===== src/rtl/pcs_lane_pkg.sv =====
// Shared definitions for the PCS lane reorder controller: lane count, ID width,
// FSM state type and the flattened-slice index helper.
package pcs_lane_pkg;

  localparam int unsigned N_LANES = 20;
  localparam int unsigned ID_LEN  = $clog2(N_LANES);

  typedef enum logic [1:0] {
    IDLE,
    COLLECT,
    LOCKED
  } lane_state_e;

  function automatic int unsigned slice_lo(input int unsigned idx, input int unsigned width);
    return idx * width;
  endfunction

endpackage


===== src/rtl/onehot_id_decode.sv =====
// One-hot match mask to binary lane ID, with a legality flag (exactly one bit set).
module onehot_id_decode #(
  parameter int unsigned N_LANES = 20,
  parameter int unsigned ID_LEN  = $clog2(N_LANES)
) (
  input  logic [N_LANES-1:0] mask,
  output logic [ID_LEN-1:0]  id,
  output logic               legal
);

  always_comb begin
    id = '0;
    for (int unsigned i = 0; i < N_LANES; i++) begin
      if (mask[i]) id = id | ID_LEN'(i);
    end
    legal = (mask != '0) && ((mask & (mask - N_LANES'(1))) == '0);
  end

endmodule


===== src/rtl/lane_reorder_ctrl.sv =====
// Builds and supervises the physical-to-logical PCS lane map for 100GbE RX reorder.
// Optional LANE_REORDER_STATS_EN adds o_relock_count (saturating relock counter).
module lane_reorder_ctrl
  import pcs_lane_pkg::*;
#(
  parameter int unsigned N_LANES      = pcs_lane_pkg::N_LANES,
  parameter int unsigned ID_LEN       = $clog2(N_LANES),
  parameter int unsigned TIMEOUT_CYC  = 65536,
  parameter int unsigned MAX_MISMATCH = 3
) (
  input  logic                        i_clock,
  input  logic                        i_reset,
  input  logic                        i_enable,
  input  logic [N_LANES-1:0]          i_am_valid,
  input  logic [N_LANES*N_LANES-1:0]  i_match_mask,
  output logic [N_LANES*ID_LEN-1:0]   o_lane_map,
  output logic                        o_map_valid,
  output logic                        o_conflict,
  output logic                        o_bad_mask,
  output logic                        o_timeout,
  output logic                        o_lock_lost
`ifdef LANE_REORDER_STATS_EN
  ,
  output logic [15:0]                 o_relock_count
`endif
);

  localparam int unsigned TW = $clog2(TIMEOUT_CYC);
  localparam int unsigned MW = $clog2(MAX_MISMATCH + 1);
  localparam logic [TW-1:0] TIMEOUT_TOP = TW'(TIMEOUT_CYC - 1);
  localparam logic [MW-1:0] MM_MAX      = MW'(MAX_MISMATCH);

  logic [N_LANES-1:0][ID_LEN-1:0] dec_id;
  logic [N_LANES-1:0]             dec_legal;

  for (genvar p = 0; p < N_LANES; p++) begin : g_dec
    onehot_id_decode #(.N_LANES(N_LANES), .ID_LEN(ID_LEN)) u_dec (
      .mask  (i_match_mask[slice_lo(p, N_LANES) +: N_LANES]),
      .id    (dec_id[p]),
      .legal (dec_legal[p])
    );
  end

  lane_state_e                    state_q, state_d;
  logic [N_LANES-1:0][ID_LEN-1:0] map_q, map_d;
  logic [N_LANES-1:0]             rec_q, rec_d;
  logic [N_LANES-1:0]             claimed_q, claimed_d;
  logic [N_LANES-1:0]             acc;
  logic [TW-1:0]                  tcnt_q, tcnt_d;
  logic [N_LANES-1:0][MW-1:0]     mcnt_q, mcnt_d;
  logic                           conflict_d, timeout_d, lost_d, bad_d, clear;

  always_comb begin
    state_d    = state_q;
    map_d      = map_q;
    rec_d      = rec_q;
    claimed_d  = claimed_q;
    tcnt_d     = tcnt_q;
    mcnt_d     = mcnt_q;
    acc        = '0;
    conflict_d = 1'b0;
    timeout_d  = 1'b0;
    lost_d     = 1'b0;
    bad_d      = 1'b0;
    clear      = 1'b0;
    unique case (state_q)
      IDLE: begin
        if (i_enable) begin
          state_d = COLLECT;
          clear   = 1'b1;
        end
      end
      COLLECT: begin
        bad_d = |(i_am_valid & ~dec_legal);
        // acc catches same-cycle duplicates that claimed_q cannot see yet
        for (int unsigned p = 0; p < N_LANES; p++) begin
          if (i_am_valid[p] && dec_legal[p]) begin
            if (rec_q[p]) begin
              if (map_q[p] != dec_id[p]) conflict_d = 1'b1;
            end else if (claimed_q[dec_id[p]] || acc[dec_id[p]]) begin
              conflict_d = 1'b1;
            end else begin
              acc[dec_id[p]] = 1'b1;
              map_d[p]       = dec_id[p];
              rec_d[p]       = 1'b1;
            end
          end
        end
        claimed_d = claimed_q | acc;
        tcnt_d    = tcnt_q + TW'(1);
        if (conflict_d) begin
          clear = 1'b1;
        end else if (tcnt_q == TIMEOUT_TOP) begin
          timeout_d = 1'b1;
          clear     = 1'b1;
        end else if (&claimed_d) begin
          state_d = LOCKED;
        end
      end
      LOCKED: begin
        bad_d = |(i_am_valid & ~dec_legal);
        for (int unsigned p = 0; p < N_LANES; p++) begin
          if (i_am_valid[p]) begin
            if (dec_legal[p] && dec_id[p] == map_q[p]) mcnt_d[p] = '0;
            else if (mcnt_q[p] != MM_MAX)               mcnt_d[p] = mcnt_q[p] + MW'(1);
            if (mcnt_d[p] == MM_MAX) lost_d = 1'b1;
          end
        end
        if (lost_d) begin
          state_d = COLLECT;
          clear   = 1'b1;
        end
      end
      default: state_d = IDLE;
    endcase
    if (!i_enable) begin
      state_d    = IDLE;
      clear      = 1'b1;
      conflict_d = 1'b0;
      timeout_d  = 1'b0;
      lost_d     = 1'b0;
      bad_d      = 1'b0;
    end
    if (clear) begin
      map_d     = '0;
      rec_d     = '0;
      claimed_d = '0;
      tcnt_d    = '0;
      mcnt_d    = '0;
    end
  end

  always_ff @(posedge i_clock) begin
    if (i_reset) begin
      state_q     <= IDLE;
      map_q       <= '0;
      rec_q       <= '0;
      claimed_q   <= '0;
      tcnt_q      <= '0;
      mcnt_q      <= '0;
      o_conflict  <= 1'b0;
      o_bad_mask  <= 1'b0;
      o_timeout   <= 1'b0;
      o_lock_lost <= 1'b0;
    end else begin
      state_q     <= state_d;
      map_q       <= map_d;
      rec_q       <= rec_d;
      claimed_q   <= claimed_d;
      tcnt_q      <= tcnt_d;
      mcnt_q      <= mcnt_d;
      o_conflict  <= conflict_d;
      o_bad_mask  <= bad_d;
      o_timeout   <= timeout_d;
      o_lock_lost <= lost_d;
    end
  end

  assign o_lane_map  = map_q;
  assign o_map_valid = (state_q == LOCKED);

`ifdef LANE_REORDER_STATS_EN
  logic locked_once;

  always_ff @(posedge i_clock) begin
    if (i_reset) begin
      locked_once    <= 1'b0;
      o_relock_count <= '0;
    end else if (state_q != LOCKED && state_d == LOCKED) begin
      if (locked_once && o_relock_count != '1) o_relock_count <= o_relock_count + 16'd1;
      locked_once <= 1'b1;
    end
  end
`endif

endmodule


===== config.mk =====
export PLATFORM = sky130hd
export DESIGN_NAME = lane_reorder_ctrl
export DESIGN_NICKNAME = d
export VERILOG_FILES = /design/src/rtl/pcs_lane_pkg.sv /design/src/rtl/onehot_id_decode.sv /design/src/rtl/lane_reorder_ctrl.sv
export SDC_FILE = /design/constraint.sdc
export NUM_CORES = 2
export LEC_CHECK = 0
export ABC_AREA = 1
export CORE_UTILIZATION = 24
export CTS_CLUSTER_DIAMETER = 60
export DETAILED_ROUTE_END_ITERATION = 8
export HOLD_SLACK_MARGIN = 0.1
export SETUP_SLACK_MARGIN = 0.5
export SYNTH_ARGS = -nofsm -noshare
export SYNTH_HDL_FRONTEND = slang
export SYNTH_SLANG_ARGS = --single-unit

===== constraint.sdc =====
create_clock -name i_clock -period 19.4 [get_ports i_clock]
set_input_delay 3.88 -clock i_clock [delete_from_list [all_inputs] [get_ports i_clock]]
set_output_delay 3.88 -clock i_clock [all_outputs]
set_load 0.1 [all_outputs]

# --- Word-level counts from Yosys, hierarchy flattened ---
# Memories as Yosys holds them, arrays and structs flattened.
# Index checks and enable logic that the tools add are counted.
word_totals:
  reg_bits: 202
  latchBits: 0
  ram_bits: 0
  mem_bits_ro: 32
  input_bits: 423
  n_memories: 1
mem_list:
  columns: ["name", "words", "width", "read_ports", "rd_clocked_by_memory_dff", "wr", "line", "text"]
  rows:
  - ["(name not given)", 32, 1, 1, 0, 0, "lane_reorder_ctrl.sv:80", "end else if (claimed_q[dec_id[p]] || acc[dec_id[p]]) begin"]
op_classes:
  add_sub_neg: 41
  multipliers: 0
  div_mod_pow: 0
  magnitude_cmp: 40
  eq_ne: 168
  shifts: 0
  n_mux: 1606
  n_bitwise: 46
  reduce_logical: 210
op_table:
  columns: ["op", "n"]
  rows:
  - ["2-to-1 mux 20 bit", 180]
  - ["2-to-1 mux 5 bit", 260]
  - ["2-to-1 mux 4 bit", 160]
  - ["2-to-1 mux 1 bit", 632]
  - ["2-to-1 mux 2 bit", 233]
  - ["AND 20 bit", 21]
  - ["zero test 20 bit", 20]
  - ["bitwise OR 20 bit", 20]
  - ["nonzero test 20 bit", 20]
  - ["subtractor 20 x 1 -> 20 bit, second input constant", 20]
  - ["2-to-1 mux 3 bit", 80]
  - ["inequality test 2 bit, second input constant", 104]
  - ["binary-select mux 1 bit (select 5 bit)", 39]
  - ["less-than comparator 5 x 6 -> 1 bit, second input constant", 20]
  - ["demux 1 bit (select 5 bit)", 20]
  - ["== test 5 bit", 20]
  - [">= comparator 5 x 1 -> 1 bit, second input constant", 20]
  - ["inequality test 5 bit", 20]
  - ["logical AND 1 bit", 80]
  - ["AND reduction 2 bit", 40]
  - ["AND reduction 4 bit", 20]
  - ["== test 2 bit, second input constant", 21]
  - ["adder 2 x 1 -> 2 bit, second input constant", 20]
  - ["logical OR 1 bit", 20]
  - ["other kinds (14)", 21]

# --- Depth between registers and ports, before layout ---
depth:
  ltp_word: 272
  depth_mapped: 199
  ltp_nobuf: 188

# --- By module ---
# A second synthesis with hierarchy kept.
hier_totals:
  cells_unflattened: 6787
  hier_area_um2: 36861.6
by_module_without_submodules:
  columns: ["module", "instances", "cells_each", "area_each_um2"]
  rows:
  - ["lane_reorder_ctrl", 1, 4705, 27058.5]
  - ["onehot_id_decode (g_dec[0].u_dec ...)", 19, 104, 490.5]
  - ["onehot_id_decode (g_dec[3].u_dec)", 1, 106, 484.2]

# --- Least setup slack after synthesis ---
# OpenSTA, ideal clock, no wires.
synth_timing:
  kind: "input -> register"
  startpoint: "in i_match_mask[0]"
  endpoint: "reg rec_q[19]"
  setup_time_ns: 0.124
  arrival_ns: 19.361
  required_ns: 19.276
  setup_slack_ns: -0.085
  path_stages: 176
  n_path_buf: 16
  path_cell_list: "nor2_1 -> nand2_1 -> nor2_1 -> nand2_1 -> a21oi_1 -> nand2_1 -> nor2_1 -> nand3_2 -> nor2_2 -> buf_6 -> nand2_2 -> nand2_1 -> inv_1 -> nor2_1 -> nand2_1 -> nand2_1 -> nor2_4 -> buf_4 -> [140 not listed] -> buf_6 -> nand4_1 -> nand3_1 -> nand2_1 -> nor2_1 -> nand2_1 -> nand2_2 -> nor2_4 -> nand3_1 -> nand2_1 -> nand2_1 -> nand2_2 -> nand2_2 -> o21ai_4 -> nand2_8 -> buf_12 -> buf_6 -> a21oi_1"
synth_via:
  elab_chain_len: 240
  word_cells_on_any_way: 615
  classes_between: "add/sub (1); eq/ne (1); mux (569); bitwise (19); reduce/logical (25)"
synth_lines:
  columns: ["element", "line", "text"]
  rows:
  - ["start: declaration", "lane_reorder_ctrl.sv:15", "input logic [N_LANES*N_LANES-1:0] i_match_mask,"]
  - ["subtractor 20 x 1 -> 20 bit", "onehot_id_decode.sv:16", "legal = (mask != '0) && ((mask & (mask - N_LANES'(1))) == '0);"]
  - ["AND 20 bit", "onehot_id_decode.sv:16", null]
  - ["zero test 20 bit", "onehot_id_decode.sv:16", null]
  - ["logical AND 1 bit *", "onehot_id_decode.sv:16", null]
  - ["logical AND 1 bit", "lane_reorder_ctrl.sv:77", "if (i_am_valid[p] && dec_legal[p]) begin"]
  - ["2-to-1 mux 20 bit", "lane_reorder_ctrl.sv:77", null]
  - ["2-to-1 mux 20 bit", "lane_reorder_ctrl.sv:66", "unique case (state_q)"]
  - ["binary-select mux 1 bit (select 5 bit)", "lane_reorder_ctrl.sv:80", null]
  - ["[224 not listed]", null, null]
  - ["2-to-1 mux 1 bit", "lane_reorder_ctrl.sv:66", null]
  - ["2-to-1 mux 1 bit", "lane_reorder_ctrl.sv:77", null]
  - ["2-to-1 mux 1 bit", "lane_reorder_ctrl.sv:66", null]
  - ["2-to-1 mux 1 bit", "lane_reorder_ctrl.sv:91", "if (conflict_d) begin"]
  - ["2-to-1 mux 1 bit", "lane_reorder_ctrl.sv:66", null]
  - ["one-hot mux 1 bit (3 select lines)", "lane_reorder_ctrl.sv:66", null]
  - ["2-to-1 mux 1 bit", "lane_reorder_ctrl.sv:116", "if (!i_enable) begin"]
  - ["OR reduction 2 bit (no line)", null, null]
  - ["end signal: assignment", "lane_reorder_ctrl.sv:148", "rec_q <= rec_d;"]
  - ["end: declaration", "lane_reorder_ctrl.sv:46", "logic [N_LANES-1:0] rec_q, rec_d;"]
# Every way passes the cells marked *; elsewhere a longest branch is shown, timed or not. The select of a mux whose other input is x is not followed.
# A chain may end at the register's enable or synchronous reset.

# --- Worst setup path after layout ---
layout_timing:
  startpoint: "in i_match_mask[15]"
  endpoint: "reg rec_q[13]"
layout_via:
  elab_chain_len: 251
  word_cells_on_any_way: 650
  classes_between: "add/sub (1); order compare (2); eq/ne (3); mux (597); bitwise (19); reduce/logical (27); memory (1)"
layout_lines:
  columns: ["element", "line", "text"]
  rows:
  - ["2-to-1 mux 4 bit", "onehot_id_decode.sv:14", "if (mask[i]) id = id | ID_LEN'(i);"]
  - ["2-to-1 mux 5 bit (4 in a row)", "onehot_id_decode.sv:14", null]
  - ["less-than comparator 5 x 6 -> 1 bit (implied by the code) / >= comparator 5 x 1 -> 1 bit (equally long branches)", "lane_reorder_ctrl.sv:83", "acc[dec_id[p]] = 1'b1;"]
  - ["logical AND 1 bit (implied by the code)", "lane_reorder_ctrl.sv:83", null]
  - ["2-to-1 mux 1 bit (implied by the code)", "lane_reorder_ctrl.sv:83", null]
  - ["demux 1 bit (select 5 bit)", "lane_reorder_ctrl.sv:83", null]
  - ["2-to-1 mux 20 bit", "lane_reorder_ctrl.sv:80", null]
  - ["2-to-1 mux 20 bit", "lane_reorder_ctrl.sv:78", "if (rec_q[p]) begin"]
  - ["[232 not listed]", null, null]
  - ["2-to-1 mux 1 bit", "lane_reorder_ctrl.sv:66", null]
  - ["2-to-1 mux 1 bit", "lane_reorder_ctrl.sv:77", null]
  - ["2-to-1 mux 1 bit", "lane_reorder_ctrl.sv:66", null]
  - ["2-to-1 mux 1 bit", "lane_reorder_ctrl.sv:91", null]
  - ["2-to-1 mux 1 bit", "lane_reorder_ctrl.sv:66", null]
  - ["one-hot mux 1 bit (3 select lines)", "lane_reorder_ctrl.sv:66", null]
  - ["2-to-1 mux 1 bit", "lane_reorder_ctrl.sv:116", null]
  - ["OR reduction 2 bit (no line)", null, null]
# Parallel ways exist; a longest one is shown, timed or not. The select of a mux whose other input is x is not followed.

==> flow_summary.json <==
{
  "cts.path.max_buffers": 3,
  "die_width_um": 392,
  "worst_setup_path_end_kind": "register",
  "hold-worst-slack_ps": 472,
  "synthCells": 7221,
  "maximum_number_of_pins_on_one_net_before_global_route_repair": 40,
  "min-delay-start": "mcnt_q[39]",
  "worstMarginPinSlew_ps": 1340,
  "synth_top_family_by_area": "simple AND/OR/NAND/NOR gates",
  "via_per_inst": 5.15,
  "cp-start-kind": "input port",
  "syn_area_um2": 36600,
  "critical_path_arrival_ps": 23420,
  "vias": 58200,
  "post_synth_mux_area_share_pct": 0.0822,
  "final_hold_fails": 0,
  "dpl.hpwl_mm": 184,
  "max_freq_mhz": 43.7,
  "synth.avg_cell_area_um2": 5.06,
  "antenna_found_initial": 6,
  "outcome": "finished, violations left",
  "syn_to_final_growth_pct": 67.2,
  "worst_ep_required_time_ps": 19920,
  "slew_headroom_pct": 10.3,
  "die_ar_um2": 154000,
  "worst_path_max_delay_cell": "sky130_fd_sc_hd__o21ai_2",
  "final_core_util_pct": 40.6,
  "yosys.area_share.adder_pct": 0.253,
  "synth_xor_area_share_pct": 1.75,
  "report.final.slew_viol_count": 0,
  "clock_sinks": 202,
  "leakagePower_nw": 27.4,
  "clock_tree.htree_level_count": 2,
  "synth_ff_type": "sky130_fd_sc_hd__dfxtp_1",
  "buffer_ports.inserted": 527,
  "drt_drc": 0,
  "io_pins": 528,
  "seq_area_frac_synth_pct": 11.1,
  "initial_core_utilization_pct": 24.3,
  "critPathKind": "in -> reg",
  "std_cell_rows": 142,
  "r2r_start": "claimed_q[9]",
  "worstSkewPairLatency_ps": 630,
  "overflow": 0,
  "fin_crit_sh_pct": 118,
  "cpLargestDelayFamily": "simple AND/OR/NAND/NOR gates",
  "synth-compound-area-share_pct": 19.2,
  "finalClockSkew_ps": 21.1,
  "post_synth_edffs": 0,
  "violations": "setup timing",
  "hp-class": "reg -> reg",
  "final.min_clock_period_ps": 22910,
  "yosysWarnings": 0,
  "detail_route.iter0.violations": 4987,
  "setup-violations-final": 200,
  "post-route-worst-setup-slack_ps": -3510,
  "grt_first_pass_wirelength_mm": 328,
  "grt_setup_unrepaired": "true",
  "cap_violations": 0,
  "layout.nets": 9672,
  "first_pass_iters": 8,
  "chipHeight_um": 392,
  "synth_nets": 7649,
  "vdd_ir_drop_max_uv": 52.4,
  "timing.critical_path.fanout_max": 10,
  "yosys.cell_types.count": 80,
  "asyncSetResetFlopFracSynth_pct": 0,
  "global_placement_routability_congestion": 1.01,
  "ant_nets": 0,
  "tritoncts": "done",
  "tritoncts.num_buffers": 36,
  "post_synth_and_or_nand_nor_area_fraction_pct": 51.9,
  "totalWireLength_mm": 229,
  "core_area_um2": 150000,
  "pwr_density_cell_nw_per_um2": 23.0,
  "cp.buffers_inverters": 30,
  "path_common_cell": "sky130_fd_sc_hd__nand2_1",
  "setup_crit_start": "i_match_mask[15]",
  "clk_root_buffer_cell": "sky130_fd_sc_hd__clkbuf_16",
  "sum_neg_setup_slack_ps": -674030,
  "synth_seq_cells": 202,
  "clk_pin_slew_worst_paths_ps": 50,
  "drive_gt1_share_pct": 26.4,
  "grt_pass1_vias": 54100,
  "critical_path.max_stage_delay_ps": 310,
  "post_drt_wl_per_cell_um": 20.3,
  "track_usage_pct": 27.6,
  "postCtsHoldBufs": 0
}
[synthesized netlist by cell type (24+ instances only)]
| library cell | n | area, um^2 |
|---|---|---|
| sky130_fd_sc_hd__nand4_1 | 289 | 1810 |
| sky130_fd_sc_hd__nand2_1 | 1825 | 6850 |
| sky130_fd_sc_hd__nor3_1 | 176 | 881 |
| sky130_fd_sc_hd__o31ai_1 | 29 | 218 |
| sky130_fd_sc_hd__o21ai_0 | 245 | 1230 |
| sky130_fd_sc_hd__o21ai_1 | 65 | 325 |
| sky130_fd_sc_hd__a221oi_1 | 30 | 263 |
| sky130_fd_sc_hd__nor4_1 | 72 | 450 |
| sky130_fd_sc_hd__o211ai_1 | 36 | 270 |
| sky130_fd_sc_hd__a22oi_1 | 29 | 218 |
| sky130_fd_sc_hd__a211oi_1 | 58 | 435 |
| sky130_fd_sc_hd__inv_1 | 1237 | 4640 |
| sky130_fd_sc_hd__nor2_1 | 1315 | 4940 |
| sky130_fd_sc_hd__dfxtp_1 | 202 | 4040 |
| sky130_fd_sc_hd__clkbuf_1 | 69 | 259 |
| sky130_fd_sc_hd__inv_2 | 27 | 101 |
| sky130_fd_sc_hd__o21bai_1 | 25 | 188 |
| sky130_fd_sc_hd__clkinv_1 | 29 | 109 |
| sky130_fd_sc_hd__xor2_1 | 52 | 455 |
| sky130_fd_sc_hd__nand3_1 | 582 | 2910 |
| sky130_fd_sc_hd__o2111ai_1 | 24 | 210 |
| sky130_fd_sc_hd__nor2_2 | 28 | 175 |
| sky130_fd_sc_hd__o221ai_1 | 28 | 245 |
| sky130_fd_sc_hd__o22ai_1 | 138 | 863 |
| sky130_fd_sc_hd__a21oi_1 | 215 | 1080 |
| sky130_fd_sc_hd__buf_6 | 30 | 338 |
[final cells by class]
| type | count | area [um^2] |
|---|---|---|
| fill | 16400 | 89400 |
| antenna | 3 | 7.51 |
| sequential | 202 | 4040 |
| multi-input combinational | 5595 | 29900 |
| timing repair inverter | 1 | 7.51 |
| timing repair buffer | 2115 | 18500 |
| inverter | 1293 | 4880 |
| clock inverter | 19 | 264 |
| clock buffer | 46 | 948 |
| tap | 2016 | 2520 |
[worst reg2reg max path, delay by kind of cell, from the launching register on]
kind            cells  cell delay (ps)
simple gates      138            13340
buf+inv            29             3940
compound gates     15             1910
flops               1              320
[per-layer routing]
layer / global-route usage (%) / wire (um) / vias to the layer above
met4: 10.1 / 10700 / 6
met3: 4.77 / 20000 / 516
li1: - / - / 27900
met5: 0 / 39 / -
met2: 46.2 / 104000 / 2590
met1: 35.2 / 94100 / 27200
[layout by cell type (no fill, tap or decap), types with 24 or more instances in the layout]
cell type / instances
sky130_fd_sc_hd__a211oi_2: 40
sky130_fd_sc_hd__a21oi_1: 175
sky130_fd_sc_hd__a21oi_2: 48
sky130_fd_sc_hd__a22oi_1: 29
sky130_fd_sc_hd__buf_12: 39
sky130_fd_sc_hd__buf_4: 1459
sky130_fd_sc_hd__buf_6: 66
sky130_fd_sc_hd__clkbuf_16: 55
sky130_fd_sc_hd__clkdlybuf4s50_1: 488
sky130_fd_sc_hd__clkinv_1: 28
sky130_fd_sc_hd__dfxtp_1: 202
sky130_fd_sc_hd__inv_1: 1224
sky130_fd_sc_hd__inv_2: 34
sky130_fd_sc_hd__nand2_1: 1632
sky130_fd_sc_hd__nand2_2: 186
sky130_fd_sc_hd__nand2_4: 28
sky130_fd_sc_hd__nand3_1: 438
sky130_fd_sc_hd__nand3_2: 134
sky130_fd_sc_hd__nand4_1: 289
sky130_fd_sc_hd__nor2_1: 1198
sky130_fd_sc_hd__nor2_2: 59
sky130_fd_sc_hd__nor2_4: 113
sky130_fd_sc_hd__nor3_1: 165
sky130_fd_sc_hd__nor4_1: 69
sky130_fd_sc_hd__o2111ai_1: 24
sky130_fd_sc_hd__o211ai_1: 36
sky130_fd_sc_hd__o21ai_0: 210
sky130_fd_sc_hd__o21ai_1: 60
sky130_fd_sc_hd__o21ai_2: 37
sky130_fd_sc_hd__o221ai_1: 28
sky130_fd_sc_hd__o22ai_1: 137
sky130_fd_sc_hd__o31ai_1: 28
sky130_fd_sc_hd__xor2_1: 52
[through the flow]
| step | total power [mW] | std cells | cell area, um^2 | setup WS, ps |
|---|---|---|---|---|
| floorplan | 0.515 | 7221 | 37000 | 96.6 |
| global placement | 0.707 | 11000 | 54200 | -5580 |
| detailed placement | 0.708 | 11000 | 54200 | -5520 |
| CTS | 1.40 | 11100 | 57200 | -3120 |
| global route | 1.45 | 11300 | 61100 | -4620 |
| finish | 1.40 | 11300 | 61100 | -3510 |
[where the power goes]
part	leakage (nW)	internal [mW]	switching, mW	total (mW)
logic	25.2	0.150	0.156	0.306
clock network	0.575	0.405	0.277	0.682
registers	1.63	0.415	0.000162	0.415
total	27.4	0.970	0.433	1.40
[sequential cells by signal, summed over array words and instances, names as in the netlist]
name / count
o_bad_mask: 1
o_lock_lost: 1
mcnt_q: 40
state_q: 2
rec_q: 20
claimed_q: 20
tcnt_q: 16
o_lane_map: 100
o_timeout: 1
o_conflict: 1
[what timing repair did]
| action | CTS | global route |
|---|---|---|
| endpoints found under the setup margin | 200 | 200 |
| cloned | 24 | 25 |
| buffers inserted | 97 | 123 |
| pin swaps | 67 | 313 |
| resized for setup | 187 | 696 |
[kinds of logic after synthesis]
logic type | Yosys count
DFF | 202
and+or+nand+nor | 4404
xor gates and xnor gates | 73
AOI/OAI and AO/OA | 1093
adders and majority gates | 8
muxes | 3
buffers and inverters | 1438
[final timing paths]
path                endpoint  slack, ps  depth (start not counted)
setup reg to reg   rec_q[13]       -170                        182
hold reg to reg   mcnt_q[39]        470                          2
setup / recovery   rec_q[13]      -3510                        185
hold / removal    mcnt_q[39]        470                          2
Power figures use the tool's default switching activity.
